===== src/rtl/irq_commit.sv =====
// Trap/interrupt commit unit: arbitrates masked interrupt lines and ecall/ebreak/mret,
// sequences the mepc/mcause/mstatus writes and issues a one-cycle redirect to execute.
module irq_commit #(
  parameter int NUM_IRQ  = 8,
  parameter bit VECTORED = 1'b1,
  parameter bit IRQ_SYNC = 1'b1
) (
  input  logic               clk,
  input  logic               rst,
  input  logic [NUM_IRQ-1:0] irq_i,
  input  logic [NUM_IRQ-1:0] csr_mie_i,
  input  logic               global_int_en_i,
  input  logic [31:0]        csr_mtvec_i,
  input  logic [31:0]        csr_mepc_i,
  input  logic [31:0]        csr_mstatus_i,
  input  logic [31:0]        inst_i,
  input  logic [31:0]        inst_addr_i,
  input  logic               jump_en_i,
  input  logic [31:0]        jump_addr_i,
  output logic               hold_o,
  output logic               csr_we_o,
  output logic [31:0]        csr_waddr_o,
  output logic [31:0]        csr_wdata_o,
  output logic               int_assert_o,
  output logic [31:0]        int_addr_o,
  output logic [3:0]         irq_id_o,
  output logic               busy_o
);

  typedef enum logic [2:0] {
    S_IDLE, S_W_MEPC, S_W_MCAUSE, S_W_MSTATUS, S_ASSERT, S_MRET_ST, S_MRET_ASSERT
  } state_t;

  state_t             state, state_next;
  logic [NUM_IRQ-1:0] irq_s;
  logic [NUM_IRQ-1:0] pending;
  logic [3:0]         irq_sel;
  logic               irq_any;
  logic               take_trap, take_mret, take;
  logic [31:0]        trap_cause;
  logic [31:0]        ret_pc;
  logic [31:0]        cause_r, pc_r;
  logic [3:0]         irq_id_r;
  logic               busy_r;
  logic [31:0]        vec_base;
  logic [31:0]        trap_mstatus, mret_mstatus;

  generate
    if (IRQ_SYNC) begin : g_sync
      logic [NUM_IRQ-1:0] sync1, sync2;
      always_ff @(posedge clk) begin
        if (rst) begin
          sync1 <= '0;
          sync2 <= '0;
        end else begin
          sync1 <= irq_i;
          sync2 <= sync1;
        end
      end
      assign irq_s = sync2;
    end else begin : g_nosync
      assign irq_s = irq_i;
    end
  endgenerate

  assign pending = irq_s & csr_mie_i & {NUM_IRQ{global_int_en_i}};
  assign irq_any = |pending;
  assign ret_pc  = jump_en_i ? jump_addr_i : inst_addr_i;

  // Lowest pending index wins: scan downward so the last hit is the lowest.
  always_comb begin
    irq_sel = 4'd0;
    for (int i = NUM_IRQ - 1; i >= 0; i--) begin
      if (pending[i]) irq_sel = 4'(i);
    end
  end

  always_comb begin
    take_trap  = 1'b0;
    take_mret  = 1'b0;
    trap_cause = 32'd0;
    if (inst_i == 32'h0000_0073) begin
      take_trap  = 1'b1;
      trap_cause = 32'd11;
    end else if (inst_i == 32'h0010_0073) begin
      take_trap  = 1'b1;
      trap_cause = 32'd3;
    end else if (inst_i == 32'h3020_0073) begin
      take_mret  = 1'b1;
    end else if (irq_any) begin
      take_trap  = 1'b1;
      trap_cause = 32'h8000_0000 | (32'd16 + 32'(irq_sel));
    end else begin
      take_trap  = 1'b0;
    end
  end

  assign take = (state == S_IDLE) && (take_trap || take_mret);

  always_comb begin
    state_next = state;
    case (state)
      S_IDLE: begin
        if (take_trap)      state_next = S_W_MEPC;
        else if (take_mret) state_next = S_MRET_ST;
        else                state_next = S_IDLE;
      end
      S_W_MEPC:      state_next = S_W_MCAUSE;
      S_W_MCAUSE:    state_next = S_W_MSTATUS;
      S_W_MSTATUS:   state_next = S_ASSERT;
      S_ASSERT:      state_next = S_IDLE;
      S_MRET_ST:     state_next = S_MRET_ASSERT;
      S_MRET_ASSERT: state_next = S_IDLE;
      default:       state_next = S_IDLE;
    endcase
  end

  always_ff @(posedge clk) begin
    if (rst) begin
      state    <= S_IDLE;
      busy_r   <= 1'b0;
      cause_r  <= 32'd0;
      pc_r     <= 32'd0;
      irq_id_r <= 4'd0;
    end else begin
      state  <= state_next;
      busy_r <= (state_next != S_IDLE);
      if (state == S_IDLE && take_trap) begin
        cause_r <= trap_cause;
        pc_r    <= ret_pc;
        if (trap_cause[31]) irq_id_r <= irq_sel;
      end
    end
  end

  // Trap entry stashes MIE into MPIE and clears MIE; mret restores MIE and sets MPIE.
  assign trap_mstatus = {csr_mstatus_i[31:8], csr_mstatus_i[3], csr_mstatus_i[6:4], 1'b0,
                         csr_mstatus_i[2:0]};
  assign mret_mstatus = {csr_mstatus_i[31:8], 1'b1, csr_mstatus_i[6:4], csr_mstatus_i[7],
                         csr_mstatus_i[2:0]};
  assign vec_base     = {csr_mtvec_i[31:2], 2'b00};

  always_comb begin
    csr_we_o     = 1'b0;
    csr_waddr_o  = 32'd0;
    csr_wdata_o  = 32'd0;
    int_assert_o = 1'b0;
    int_addr_o   = 32'd0;
    case (state)
      S_W_MEPC: begin
        csr_we_o    = 1'b1;
        csr_waddr_o = 32'h0000_0341;
        csr_wdata_o = pc_r;
      end
      S_W_MCAUSE: begin
        csr_we_o    = 1'b1;
        csr_waddr_o = 32'h0000_0342;
        csr_wdata_o = cause_r;
      end
      S_W_MSTATUS: begin
        csr_we_o    = 1'b1;
        csr_waddr_o = 32'h0000_0300;
        csr_wdata_o = trap_mstatus;
      end
      S_ASSERT: begin
        int_assert_o = 1'b1;
        if (VECTORED && csr_mtvec_i[1:0] == 2'b01 && cause_r[31])
          int_addr_o = vec_base + {25'd0, cause_r[4:0], 2'b00};
        else
          int_addr_o = vec_base;
      end
      S_MRET_ST: begin
        csr_we_o    = 1'b1;
        csr_waddr_o = 32'h0000_0300;
        csr_wdata_o = mret_mstatus;
      end
      S_MRET_ASSERT: begin
        int_assert_o = 1'b1;
        int_addr_o   = csr_mepc_i;
      end
      default: begin
        csr_we_o = 1'b0;
      end
    endcase
  end

  assign hold_o   = take | busy_r;
  assign busy_o   = busy_r;
  assign irq_id_o = irq_id_r;

endmodule


===== config.mk =====
export PLATFORM = sky130hd
export DESIGN_NAME = irq_commit
export DESIGN_NICKNAME = d
export VERILOG_FILES = /design/src/rtl/irq_commit.sv
export SDC_FILE = /design/constraint.sdc
export NUM_CORES = 1
export LEC_CHECK = 0
export BUFFER_PORTS_ARGS = -buffer_cell sky130_fd_sc_hd__buf_2
export CORE_MARGIN = 10
export CORE_UTILIZATION = 43
export CTS_CLUSTER_DIAMETER = 120
export CTS_CLUSTER_SIZE = 24
export DETAILED_ROUTE_END_ITERATION = 16
export GPL_TIMING_DRIVEN = 0
export PLACE_DENSITY = 0.85
export RECOVER_POWER = 50
export SETUP_SLACK_MARGIN = 0.02
export SLEW_MARGIN = 10
export SYNTH_ARGS = -nofsm -noshare
export SYNTH_HDL_FRONTEND = slang
export SYNTH_SLANG_ARGS = --single-unit
export TNS_END_PERCENT = 20

===== constraint.sdc =====
create_clock -name clk -period 2.82 [get_ports clk]
set_clock_uncertainty 0.05 [all_clocks]
set_input_delay 0.141 -clock clk [delete_from_list [all_inputs] [get_ports clk]]
set_output_delay 0.141 -clock clk [all_outputs]
set_load 0.1 [all_outputs]

==> impl_metrics.tcl, run 1 <==
set metrics [dict create \
    ios 316 \
    die_x_microns 125 \
    fillCellCount 889 \
    power_mw 3.41 \
    globalplace.congestion 0.902 \
    clkTransAtPathRegs_ps 80 \
    grt_pass1_vias 6104 \
    crit_path_start_kind "register" \
    synth_ff_type "dfxtp_1" \
    critPathCaptureType "output pin" \
    netlist_instances 568 \
    place.detailed.hpwl_mm 16.8 \
    cts_tree "yes" \
    finalWirelength_mm 22.1 \
    synthDistinctLibCells 66 \
    setup_viol 0 \
    holdPathStages 3 \
    ys_seq_elements 60 \
    fmax_ghz 0.357 \
    row_count 38 \
    vias 5968 \
    root_buffer "clkbuf_8" \
    ir_worst_vdd_uv 516 \
    drive_gt1_frac 0.445 \
    reg2reg_depth 7 \
    cts_buffer_depth 2 \
    drtPass1Iterations 6 \
    required_ps 2630 \
    p_leak_nw 3.24 \
    syn_avg_cell_area_sq_um 8.38 \
    p_per_area_nw_per_um2 480 \
    syn_to_final_growth_pct 49.5 \
    cp_max_fo 9 \
    cts_buffers 9 \
    start_util 0.439 \
    wire_per_inst_microns 21.1 \
    slew_headroom 0.185 \
    worstMarginPinSlew_ps 1230 \
    overflow 0 \
    vias_per_cell 5.70 \
    ant_nets 0 \
    setup_ws_ps 21.8 \
    grt_max_degree 13 \
    fin_crit_ps 2800 \
    yosysSeqAreaShare 0.252 \
    final_common_cell "buf_2" \
    final_nets 1116 \
    clk-insertion-delay-late_ps 350 \
    grt_usage 0.254 \
    crit_arrival_ps 2610 \
    dp_slack_ps -128 \
    async_flop_share 0 \
    grt_pass1_wl_mm 33.0 \
    die_area_sq_um 15700 \
    status "complete, no violations" \
    die_y_microns 125 \
    path_class "reg2out" \
    min_path_type "in2reg" \
    max-cap-violations 0 \
    min_period_over_period 0.992 \
    hold_violations 0 \
    antenna_found_initial 5 \
    cts.sinks 60 \
    drt_iter0_drc 444 \
    remaining_drc_errors 0 \
    rsz0062_at_grt "yes" \
    netlist_area_sq_um 4760 \
    io_buffer_count 285 \
    postCtsSetupBuffers 0 \
    slew_viol_final 0 \
    ys_warn_count 0 \
    mostFrequentLayoutCells "buf_2 (236), dfxtp_1 (57), nor3_1 (41)" \
    synth-edff-count 0 \
    core_sq_um 10800 \
    cts_max_level 3 \
]
[worst max-delay path, stage by stage (launching register included)]
cell and delay (ps):
dfxtp_2 350, ha_2 200, fa_2 380, a211oi_2 350
o21ba_4 290, nor3_1 120, xnor2_1 170, a21oi_4 180
buf_6 240
[metal layers]
metal	share of wire	vias to the layer above	wire length, microns	global-route usage
met4	0.027	2	604	0.0888
met2	0.52	378	11400	0.468
li1	-	2752	-	-
met3	0.099	48	2180	0.0773
met5	0.00036	-	8	0
met1	0.36	2788	7870	0.266
[state kept, by name, indices dropped and copies added, names as in the netlist]
register      flops
state             3
cause_r           5
irq_id_o          3
pc_r             32
busy_o            1
g_sync.sync2      8
g_sync.sync1      8
[synthesized netlist by cell type, drive strengths merged, types with 7 or more instances]
cell    instances  share of area
a211oi         40          0.093
a21oi          32          0.034
a22o           26          0.048
a22oi           7          0.011
buf            44          0.071
clkbuf         34          0.027
dfxtp          60           0.25
mux2i          35          0.074
nand2          36          0.028
nand2b          7         0.0092
nand3           8         0.0084
nor2           14          0.011
nor2b          19          0.025
nor3           45          0.048
nor4           14          0.025
o21ai          40          0.042
xnor2          18          0.033
[cell type report]
cell class / instances / area [sq um] / area share
well taps: 140 / 175 / 0.0246
inverters: 6 / 22.5 / 0.00317
clock buffers: 9 / 124 / 0.0174
diodes: 4 / 10.0 / 0.00141
multi-input cells: 451 / 3300 / 0.464
repair buffers: 293 / 1690 / 0.238
flip-flops and latches: 60 / 1200 / 0.169
clock inverters: 7 / 124 / 0.0174
plain buffers: 77 / 460 / 0.0647
[cells by family (layout without fill, tap and decap cells)]
group / after synthesis / after routing / synth area share
compound gates: 174 / 174 / 0.278
xor+xnor: 22 / 22 / 0.0405
fa+ha+maj: 6 / 6 / 0.0174
buf+inv: 84 / 392 / 0.102
flops: 60 / 60 / 0.252
mux: 38 / 38 / 0.0807
other cells: 1 / 32 / 0.000788
simple gates: 183 / 183 / 0.227
[power breakdown]
part	internal, mW	leakage (nW)	switching, mW
clock	0.593	0.120	0.380
combinational	0.428	2.63	1.04
sequential	0.923	0.494	0.0511
[through the flow]
step	setup TNS, ps	hold WS, ps	util	instances	cell area (sq um)
after CTS	0	38.1	0.648	1043	7020
after detailed placement	-588	307	0.606	1020	6570
final	0	33.5	0.656	1047	7110
after global placement	-568	297	0.606	1020	6570
after floorplan	-12450	219	-	595	4970
after global routing	-117	69.9	0.656	1047	7110
[worst paths after layout]
| check | from | to | slack (ps) |
|---|---|---|---|
| max | cause_r[0] | int_addr_o[14] | 20 |
| min | inst_i[20] | cause_r[3] | 30 |
| max reg2reg | state[1] | pc_r[27] | 220 |
| min reg2reg | g_sync.sync1[0] | g_sync.sync2[0] | 400 |
[timing repair]
action,4_1_cts,5_1_grt
pin swaps,0,3
endpoints found under the hold margin,8,0
resized for setup,46,53
hold buffers,8,0
endpoints found under the setup margin,47,49
No activity file was read; power rests on OpenSTA's default activity.
==> run 2: changes to the inputs <==
- SETUP_SLACK_MARGIN: 0.02 -> 0.05
- clock period: 2.82 -> 2.6 ns (I/O delays scaled with it)
==> run 2 against run 1 <==
The run now ends with setup timing left. Sequential power up 9%. Worst setup slack lost 190 ps. Clock-buffer cell count did not move. Hold slack improved by 46 ps. Critical path depth grew 1.
==> impl_metrics.tcl, run 2 (synthesis results as in run 1) <==
set metrics [dict create \
    cts.sinks 60 \
    clkTransAtPathRegs_ps 80 \
    slew_headroom 0.165 \
    antenna_found_initial 5 \
    grt_pass1_vias 6044 \
    cts_max_level 3 \
    drive_gt1_frac 0.514 \
    violations "setup timing" \
    place.detailed.hpwl_mm 16.8 \
    setup_viol 13 \
    clk-insertion-delay-late_ps 360 \
    rsz0062_at_grt "yes" \
    status "finished, violations left" \
    reg2reg_setup_slack_ps 340 \
    cts_tree "yes" \
    cp_max_fo 4 \
    core_sq_um 10800 \
    reg2reg_depth 7 \
    hold_violations 0 \
    cts_buffers 9 \
    ir_worst_vdd_uv 431 \
    ios 316 \
    required_ps 2420 \
    fin_crit_ps 2770 \
    drt_iter0_drc 605 \
    cts_buffer_depth 2 \
    p_per_area_nw_per_um2 474 \
    fmax_ghz 0.361 \
    start_util 0.439 \
    final_cells 1054 \
    path_class "reg2out" \
    grt_max_degree 14 \
    regMostFlops "pc_r" \
    die_area_sq_um 15700 \
    wire_per_inst_microns 22.1 \
    worstMarginPinSlew_ps 1260 \
    vias 6119 \
    finalWirelength_mm 23.3 \
    final_nets 1124 \
    io_buffer_count 285 \
    setup_ws_ps -167 \
    overflow 0 \
    final_core_util 0.724 \
    p_leak_nw 3.49 \
    grt_pass1_wl_mm 32.4 \
    rr_endpoint "pc_r[18]" \
    grt_usage 0.254 \
    crit_arrival_ps 2590 \
    syn_to_final_growth_pct 64.8 \
    dp.cells 1020 \
    worstReg2RegStart "state[0]" \
    die_x_microns 125 \
    root_buffer "clkbuf_8" \
    die_y_microns 125 \
    hold_slack_ps 79.4 \
    cp-startpoint "cause_r[0]" \
    remaining_drc_errors 0 \
    row_count 38 \
    min_period_over_period 1.06 \
    mostFrequentLayoutCells "buf_2 (230), buf_4 (58), dfxtp_1 (55)" \
    reg.largest.list "pc_r x32, g_sync.sync1 x8, g_sync.sync2 x8" \
    ant_nets 0 \
    slew_viol_final 0 \
    hold_start "inst_addr_i[0]" \
    largest_reg_flops 32 \
    critPathCaptureType "output pin" \
    crit_end "int_addr_o[12]" \
    drtPass1Iterations 5 \
    final_common_cell "buf_2" \
    globalplace.congestion 0.887 \
    max-cap-violations 0 \
    crit_path_start_kind "register" \
    min_path_type "in2reg" \
    vias_per_cell 5.81 \
]
[run 2: cell types whose count changed in the layout (fill, tap and decap cells not counted), moves of 10 or more]
cell and change:
a211oi_2 +16, buf_4 +20, buf_12 +23, clkbuf_4 -10
a211oi_1 -17
[run 2: stage by stage]
step | instance area (sq um) | TNS, ps | setup slack [ps] | power (mW)
after global placement | 6640 | -7990 | -303 | 2.60
after floorplan | 5040 | -11290 | -662 | 2.24
after global routing | 7840 | -2270 | -242 | 3.85
final | 7840 | -1150 | -167 | 3.71
after detailed placement | 6640 | -7980 | -321 | 2.62
after CTS | 7280 | -2260 | -166 | 3.57
[run 2: repair_timing]
item | in CTS | in global routing
gates cloned | 0 | 2
hold buffers | 8 | 1
setup endpoints to repair | 58 | 59
endpoints found under the hold margin | 8 | 1
buffers inserted | 2 | 3
pin swaps | 5 | 30
resized for setup | 111 | 114
[run 2: per-layer routing]
| layer | GRT usage | wire length (microns) | up-vias | part of all wire |
|---|---|---|---|---|
| met2 | 0.465 | 12100 | 394 | 0.52 |
| met1 | 0.262 | 8170 | 2885 | 0.35 |
| li1 | - | - | 2772 | - |
| met3 | 0.0942 | 2490 | 64 | 0.11 |
| met5 | 0 | 27 | - | 0.0012 |
| met4 | 0.0827 | 588 | 4 | 0.025 |
[run 2: worst max-delay path: stages, from the launching register on]
cell and delay (ps):
dfxtp_4 380, ha_4 180, fa_2 380, a211oi_4 300, buf_6 160, o21ba_4 170, nor2_1 70, xnor2_1 140
a21oi_2 220, buf_12 210
[run 2: worst min-delay path by stage]
stage | endpoint | slack [ps] | cells after the start
2_1_floorplan | g_sync.sync1[0] | 210 | 1
3_3_place_gp | g_sync.sync1[7] | 290 | 2
3_5_place_dp | g_sync.sync1[6] | 290 | 2
4_1_cts | g_sync.sync1[7] | 5 | 2
5_1_grt | pc_r[12] | 110 | 3
6_report | pc_r[0] | 80 | 3
[run 2: report_power, final]
group	switching (mW)	total (mW)	internal (mW)
Clock	0.451	0.908	0.457
Combinational	1.20	1.75	0.554
Sequential	0.0551	1.06	1.00
[run 2: final cells by class]
| type | instances | area, sq um |
|---|---|---|
| multi-input cells | 452 | 3680 |
| fillers | 775 | 3000 |
| repair buffers | 300 | 2030 |
| flip-flops and latches | 60 | 1210 |
| plain buffers | 77 | 503 |
| well taps | 140 | 175 |
| clock buffers | 9 | 124 |
| clock inverters | 7 | 82.6 |
| inverters | 6 | 22.5 |
| diodes | 3 | 7.51 |
==> run 3: changes to the inputs <==
- ABC_AREA: default -> 1
- CORE_UTILIZATION: 43 -> 44
- CTS_CLUSTER_DIAMETER: 120 -> 100
==> run 3 against run 2 <==
First-iteration DRC count down 26%. Combinational power shrank 14%. Largest cell class unchanged. The run now ends clean. Die area increased by 2.5%. Largest power group unchanged. Sequential power hardly changed. Routed wire length is 0.36% lower. Sequential cell count is the same. Final area down 3.6%. Non-clock buffer count shrank 19. Hold slack worse by 3.9 ps. Global-route usage is 1.1 points higher. Area after synthesis grew 5.4%. Utilization fell by 3.5 points.
==> impl_metrics.tcl, run 3 <==
set metrics [dict create \
    status "complete, no violations" \
    place.detailed.hpwl_mm 17.4 \
    hold_slack_ps 75.5 \
    crit_path_start_kind "register" \
    cts_buffers 9 \
    syn_to_final_growth_pct 50.7 \
    crit_chain "ha_4, fa_2, nand2_2, nand2_2, nand3_2, nand2_4, nand2_1, xor2_1, nand2_1, nand2_1, nand2_1, nand2_2, buf_12" \
    path_common_cell "nand2_1" \
    worstMarginPinSlew_ps 1240 \
    slew_headroom 0.177 \
    required_ps 2420 \
    setup_ws_ps 158 \
    antenna_found_initial 6 \
    setup_viol 0 \
    fillCellCount 912 \
    grt_max_degree 13 \
    die_x_microns 127 \
    final_common_cell "nand2_1" \
    critPathCaptureType "output pin" \
    crit_path_top_delay_cell "dfxtp_4" \
    syn_avg_cell_area_sq_um 6.04 \
    wire_per_inst_microns 17.7 \
    netlist_instances 831 \
    dpl_cell_area_sq_um 6810 \
    vias_per_cell 5.19 \
    final_cells 1316 \
    netlist_area_sq_um 5020 \
    worstReg2RegStart "state[1]" \
    row_count 38 \
    core_sq_um 11000 \
    finalWirelength_mm 23.2 \
    drive_gt1_frac 0.356 \
    reg.largest.list "pc_r x32, g_sync.sync1 x8, g_sync.sync2 x8" \
    ys_warn_count 0 \
    regMostFlops "pc_r" \
    dp.cells 1283 \
    crit_arrival_ps 2260 \
    min_path_type "in2reg" \
    ys_seq_elements 60 \
    finish.instance_area_sq_um 7560 \
    synth-edff-count 0 \
    grt_pass1_vias 6925 \
    largest_reg_flops 32 \
    io_buffer_count 285 \
    async_flop_share 0 \
    globalplace.congestion 0.882 \
    die_area_sq_um 16100 \
    final_nets 1383 \
    hold_violations 0 \
    grt_usage 0.265 \
    holdPathStages 3 \
    ant_nets 0 \
    cp-startpoint "cause_r[0]" \
    path_class "reg2out" \
    rr_endpoint "pc_r[17]" \
    root_buffer "clkbuf_16" \
    max-cap-violations 0 \
    synth_ff_type "dfxtp_1" \
    cts_buffer_depth 2 \
    synth_commonest_cells "nand2_1 (284), nor2_1 (128), inv_1 (71), dfxtp_1 (60), nand3_1 (44)" \
    reg2reg_depth 9 \
    mostFrequentLayoutCells "nand2_1 (279), buf_2 (226), nor2_1 (132)" \
    grt_pass1_wl_mm 34.9 \
    crit_path_max_incr_delay_ps 360 \
    hold_start "inst_i[20]" \
    synthDistinctLibCells 37 \
    p_leak_nw 4.09 \
    timing.setup.tns_ps 0 \
    cts_max_level 3 \
    synthTopCellsByArea "dfxtp_1 (24%), nand2_1 (21%), nor2_1 (9.6%), mux2i_1 (6.4%), inv_1 (5.3%)" \
    drt_iter0_drc 448 \
    dp_slack_ps 65.6 \
    cp_max_fo 8 \
    reg2reg_setup_slack_ps 250 \
    hold_end "cause_r[3]" \
    synth_top_area_cell "dfxtp_1" \
    yosysSeqAreaShare 0.239 \
    rsz0062_at_grt "yes" \
    start_util 0.457 \
    fin_crit_ps 2440 \
    clk-insertion-delay-late_ps 330 \
    ir_worst_vdd_uv 534 \
    slew_viol_final 0 \
    die_y_microns 127 \
    ios 316 \
    p_per_area_nw_per_um2 514 \
    cts_tree "yes" \
    synth_top_area_share 0.239 \
    remaining_drc_errors 0 \
    clkTransAtPathRegs_ps 60 \
    min_period_over_period 0.939 \
    overflow 0 \
    cts.sinks 60 \
    drtPass1Iterations 6 \
    fmax_ghz 0.410 \
    vias 6829 \
    synth.most_common_cell "nand2_1" \
]
run 3: cell count changes after synthesis, moves of 28 or more:
cell,delta
nor2_2,+33
nor2_1,+114
inv_1,+65
a211oi_2,-28
nor3_1,-39
nand2_1,+248
nand3_1,+36
run 3: area by class of cell:
cell class	instances	area [sq um]	share of cell area
Tap cell	140	175	0.0232
Inverter	73	278	0.0367
Clock buffer	9	225	0.0298
Buffer	62	382	0.0505
Sequential cell	60	1210	0.160
Timing Repair Buffer	296	1780	0.235
Clock inverter	7	100	0.0132
Antenna cell	6	15.0	0.00199
Multi-Input combinational cell	663	3390	0.449
run 3: what timing repair did:
item                       in CTS  in global routing
hold buffers                    8                  0
hold endpoints to repair        8                  0
buffers inserted                0                  3
setup endpoints to repair      56                 64
gates resized for setup        84                 41
pin swaps                       5                  7
run 3: through the flow:
stage | power, mW | utilization
after detailed placement | 2.54 | 0.620
final | 3.89 | 0.688
after floorplan | 2.18 | -
after global routing | 4.02 | 0.688
after global placement | 2.51 | 0.620
after CTS | 3.85 | 0.679
run 3: critical path, delay by kind of cell (launching register included):
family | cells | cell delay (ps)
xor+xnor | 1 | 160
fa+ha+maj | 2 | 510
buf+inv | 1 | 170
flops | 1 | 360
simple gates | 9 | 730
run 3: kinds of logic after synthesis:
logic type,count (synthesis),share of synthesized area
xor gates and xnor gates,9,0.0157
and+or+nand+nor,520,0.438
other,1,0.000748
DFF,60,0.239
AOI/OAI and AO/OA,68,0.0928
adders and majority gates,6,0.0165
muxes,32,0.0639
buffers and inverters,135,0.133
run 3: worst max-delay path by stage:
stage / to / slack [ps] / cells after the start
after global routing: int_addr_o[26] / -5 / 12
after floorplan: csr_wdata_o[0] / -390 / 4
after CTS: int_addr_o[4] / 60 / 8
after global placement: int_addr_o[24] / 90 / 13
final: int_addr_o[24] / 160 / 13
after detailed placement: int_addr_o[24] / 70 / 13
run 3: report_power, final:
part,internal (mW),total [mW],switching [mW]
logic,0.421,1.50,1.08
clock network,0.843,1.30,0.453
registers,1.02,1.09,0.0751
run 3: metal layers:
layer	share of wire	global-route usage	up-vias
li1	-	-	3242
met5	0	0	-
met2	0.52	0.501	424
met3	0.098	0.0854	88
met4	0.038	0.114	0
met1	0.34	0.256	3075
